<file path="src/rtl/fetch_unit.sv">
// Instruction fetch stage: PC register, instruction ROM and the IF/ID pipeline register.
// A one-cycle BOOT state follows reset before sequential fetching starts.
module fetch_unit #(
  parameter int unsigned     WIDTH     = 32,
  parameter int unsigned     ADDR_BITS = 6,
  parameter logic [WIDTH-1:0] RESET_PC = '0
) (
  input  logic             clk,
  input  logic             reset,
  input  logic [WIDTH-1:0] pc_branch,
  input  logic             pc_source,
  input  logic             id_ready,
  output logic             if_valid,
  output logic [WIDTH-1:0] instruction,
  output logic [WIDTH-1:0] pc_out,
  output logic [WIDTH-1:0] pc_next,
  output logic [15:0]      fetch_count
);

  typedef enum logic {StBoot, StRun} state_e;

  state_e               state_q;
  logic [WIDTH-1:0]     pc_q;
  logic [ADDR_BITS-1:0] rom_idx;
  logic [WIDTH-1:0]     rom_data;
  logic                 accept;
  logic                 handshake;
  logic                 unused_branch_lsbs;

  // Word-aligned target; the byte-offset bits of the redirect address are dropped.
  assign unused_branch_lsbs = ^pc_branch[1:0];

  assign rom_idx = pc_q[ADDR_BITS+1:2];

  // Fixed program image: word i holds 0x1000 + i.
  assign rom_data = WIDTH'(32'h1000) + WIDTH'(rom_idx);

  assign accept    = !if_valid || id_ready;
  assign handshake = if_valid && id_ready;
  assign pc_next   = pc_out + WIDTH'(4);

  always_ff @(posedge clk or negedge reset) begin
    if (!reset) begin
      state_q     <= StBoot;
      pc_q        <= RESET_PC;
      if_valid    <= 1'b0;
      instruction <= '0;
      pc_out      <= '0;
      fetch_count <= '0;
    end else begin
      case (state_q)
        StBoot: state_q <= StRun;
        StRun: begin
          // A redirect does not cancel the handover of the currently presented instruction.
          if (handshake) begin
            fetch_count <= fetch_count + 16'd1;
          end
          if (pc_source) begin
            pc_q     <= {pc_branch[WIDTH-1:2], 2'b00};
            if_valid <= 1'b0;
          end else if (accept) begin
            instruction <= rom_data;
            pc_out      <= pc_q;
            if_valid    <= 1'b1;
            pc_q        <= pc_q + WIDTH'(4);
          end
        end
      endcase
    end
  end

endmodule

</file>
<file path="config.mk">
export PLATFORM = sky130hd
export DESIGN_NAME = fetch_unit
export DESIGN_NICKNAME = d
export VERILOG_FILES = /design/src/rtl/fetch_unit.sv
export SDC_FILE = /design/constraint.sdc
export NUM_CORES = 1
export LEC_CHECK = 0
export ABC_CLOCK_PERIOD_IN_PS = 2230
export BUFFER_PORTS_ARGS = -buffer_cell sky130_fd_sc_hd__buf_2
export CAP_MARGIN = 20
export CORE_MARGIN = 3
export CORE_UTILIZATION = 52
export DETAILED_ROUTE_END_ITERATION = 10
export MAX_ROUTING_LAYER = met4
export PLACE_DENSITY_LB_ADDON = 0.25
export SYNTH_ARGS = -nofsm -noshare
export SYNTH_HDL_FRONTEND = slang
export SYNTH_SLANG_ARGS = --single-unit
export TNS_END_PERCENT = 50
</file>
<file path="constraint.sdc">
create_clock -name clk -period 2.23 [get_ports clk]
set_input_delay 0.3345 -clock clk [delete_from_list [all_inputs] [get_ports clk]]
set_output_delay 0.3345 -clock clk [all_outputs]
set_load 0.03 [all_outputs]
</file>
==> implementation parameters <==
Parameter                              Value

STA
  Worst slack on hold paths    0.237 ns
  Worst setup margin    -0.167 ns
  Unrepaired setup endpoints after global routing    true
  Final hold violations    0
  Number of failing setup endpoints in the final timing report    16
  Minimum period implied by the final worst setup slack    2.40 ns
  Relative slew margins    53.8%
  Count of final max-slew check failures    0
  Slew @ Worst Pin    0.688 ns
  Peak clock frequency supported by timing    0.417 GHz
  Post-Route Skew    0.0136 ns
  Setup total negative slack    -1.83 ns
  Crit share post-route    107%

Final layout
  Layout-stage area growth over the synthesis result    25.3%
  Layout net count    677
  Fraction of final layout cells sized beyond drive strength 1    37.9%
  Total inserted antenna cells    0
  Post-route cell area    0.00596 mm²

Setup path
  Critical path data arrival time    2.06 ns
  End of the worst register-to-register path    pc_q[22]
  Worst stage delay on the critical path    0.40 ns
  Data required time at the worst endpoint    1.90 ns
  Critical path's slowest cell    sky130_fd_sc_hd__dfrtp_2
  Crit path max fanout    5
  Setup Crit Path Kind    reg2out
  Chain of cells forming the critical path    ha_4 -> and4_4 -> nor3b_4 -> and3_4 -> nand3_2 -> xnor2_2 -> buf_6
  Flop2flop setup slack    0.36 ns
  Worst R2R Start    pc_q[8]
  Startpoint class of the critical path    flip-flop
  R2R depth    5
  Critical path endpoint category    output pin

Global routing
  Largest net degree at the start of global routing    44
  Wire length of the first global-routing pass    19.5 mm
  Initial antenna violation count    0
  All-Layer GR Usage    24.7%
  Total grt overflow    0
  Via count of the first global-routing pass    3919

Place
  Dpl ws    0.0357 ns
  Global placer's final weighted congestion    0.900
  Detailed Place HPWL    9.04 mm
  Cell Area, Placed    0.00553 mm²
  PortBufs    117

Synth
  Fraction of the yosys area taken by sequential cells    41.6%
  Portion of synthesized cell area occupied by the leading cell type    41.6%
  Count of state elements after synthesis    79
  Top post-synthesis cells by count    sky130_fd_sc_hd__dfrtp_1, sky130_fd_sc_hd__nand2_1, sky130_fd_sc_hd__buf_4
  Cells after Synth    503
  Yosys warnings    0
  Synthesized area per cell    9.45 µm²
  Synth async-reset ratio    100%
  Post-synth design cell area    0.00475 mm²
  Most common cell in the synthesized netlist    sky130_fd_sc_hd__dfrtp_1
  Yosys cell types    61
  Cell type contributing the most total cell area after synthesis    sky130_fd_sc_hd__dfrtp_1
  Cell types with the largest area share after synthesis    sky130_fd_sc_hd__dfrtp_1, sky130_fd_sc_hd__mux2_2, sky130_fd_sc_hd__buf_4, sky130_fd_sc_hd__xnor2_1, sky130_fd_sc_hd__nand2_1
  Number of enable-type register cells in the synthesized netlist    0
  Main flop type after synthesis    sky130_fd_sc_hd__dfrtp_1

Floorplanning
  Floorplan die height    102 µm
  Overall die width    102 µm
  IO Pins    149
  Number of cell rows    34
  Core region area    0.00881 mm²
  Die Footprint    0.0103 mm²
  Initial cell density of the core    54.0%

Min path
  Endpoint, Worst Hold    pc_q[26]
  Worst Hold Depth    3
  Min-delay src    pc_branch[26]
  Worst Hold Class    in2reg

Clock tree
  CTS tree    built
  Maximum number of buffers from clock root to sink    2
  Worst-Skew Late Latency    0.36 ns
  H-tree levels    3
  Cts bufs inserted    9
  Cell at the root of the clock tree    sky130_fd_sc_hd__clkbuf_8
  Clock transition at path regs    0.09 ns
  Clock Sink Count    79

Detailed routing
  Number of routed nets with antenna violations    0
  DRC marker count from the first detailed-route iteration    470
  Detailed-route vias per instance    5.70
  Number of iterations in the first detailed-routing pass    7
  Routed via count    4281
  Wire per inst    16.4 µm
  Total wirelength of the detailed-routed design    12.3 mm
  Final routed DRC violation total    0

Outcome
  Violated checks    negative setup slack
  Run status    finished, violations left

Pwr
  Leakage power summed over all cells    2.71 nW
  Worst ir drop on vdd    0.000627 V
  P per Cell Area    930 mW/mm²
  Post-layout power    0.00554 W

Job
  Maximum capacitance violations    0
-- layer usage --
metal	up-vias	part of all wire, %	global-route usage [%]
li1	2013	-	-
met1	2048	44	34.5
met2	205	47	37.3
met3	15	7.3	3.51
met4	0	1.6	7.77
met5	-	0	-
-- report_power, final --
group | internal, W | switching [W] | leakage [nW] | total, W
logic | 0.000857 | 0.00148 | 1.68 | 0.00234
registers | 0.00170 | 0.000378 | 0.933 | 0.00208
clock network | 0.000552 | 0.000561 | 0.0989 | 0.00111
total | 0.00311 | 0.00242 | 2.71 | 0.00554
-- final cells by class --
class,instances,area [µm²]
Sequential cell,79,1990
Timing Repair Buffer,155,976
Inverter,12,45.0
Clock buffer,10,138
Multi-Input combinational cell,381,2610
Tap cell,108,135
Clock inverter,6,67.6
Fill cell,714,2850
-- cells in the final DEF (no fill, tap or decap), drive strengths merged, types with 22 or more instances in the layout --
master	instances
nor2	25
nand2	45
nand3	29
a21oi	29
buf	154
mux2	25
o21ai	28
xnor2	30
conb	30
nand4	22
dfrtp	79
-- sequential cells by signal, indices dropped and copies added (netlist names) --
name,count
fetch_count,16
if_valid,1
pc_out,30
state_q,1
pc_q,30
instruction,1
-- kinds of logic after synthesis --
logic type      Yosys count  synth area share [%]
compound gates           97                  12.9
xor+xnor                 43                  7.92
fa+ha+maj                 3                 0.790
buf+inv                  71                  9.47
flops                    79                  41.6
mux                      30                  6.97
other cells               2                 0.158
simple gates            178                  20.2
-- timing repair --
action                                  in CTS  in global routing
setup buffers                                4                  2
endpoints found under the setup margin      18                 22
endpoints found under the hold margin       36                  0
cloned                                       0                  0
pin swaps                                    7                  2
gates resized for setup                     43                 11
hold buffers                                 1                  0
-- per-stage QoR --
step / util (%) / instances
after detailed placement: 62.8 / 728
after CTS: 67.2 / 749
after global routing: 67.6 / 751
final: 67.6 / 751
after floorplan: - / 531
after global placement: 62.8 / 728
-- critical path, delay by kind of cell, from the launching register on --
| kind | cells | cell delay, ns |
|---|---|---|
| xor gates and xnor gates | 1 | 0.15 |
| adders and majority gates | 1 | 0.14 |
| buffers and inverters | 1 | 0.15 |
| DFF | 1 | 0.40 |
| and+or+nand+nor | 4 | 0.87 |
-- how the worst max path moves through the flow --
| stage | end | slack (ns) | startpoint |
|---|---|---|---|
| 2_1_floorplan | pc_next[15] | -0.07 | pc_out[4] |
| 3_3_place_gp | pc_next[22] | 0.1 | pc_out[2] |
| 3_5_place_dp | pc_next[22] | 0.04 | pc_out[2] |
| 4_1_cts | pc_next[24] | -0.19 | pc_out[2] |
| 5_1_grt | pc_next[22] | -0.29 | pc_out[2] |
| 6_report | pc_next[16] | -0.17 | pc_out[2] |
(Power assumes the default switching activity.)
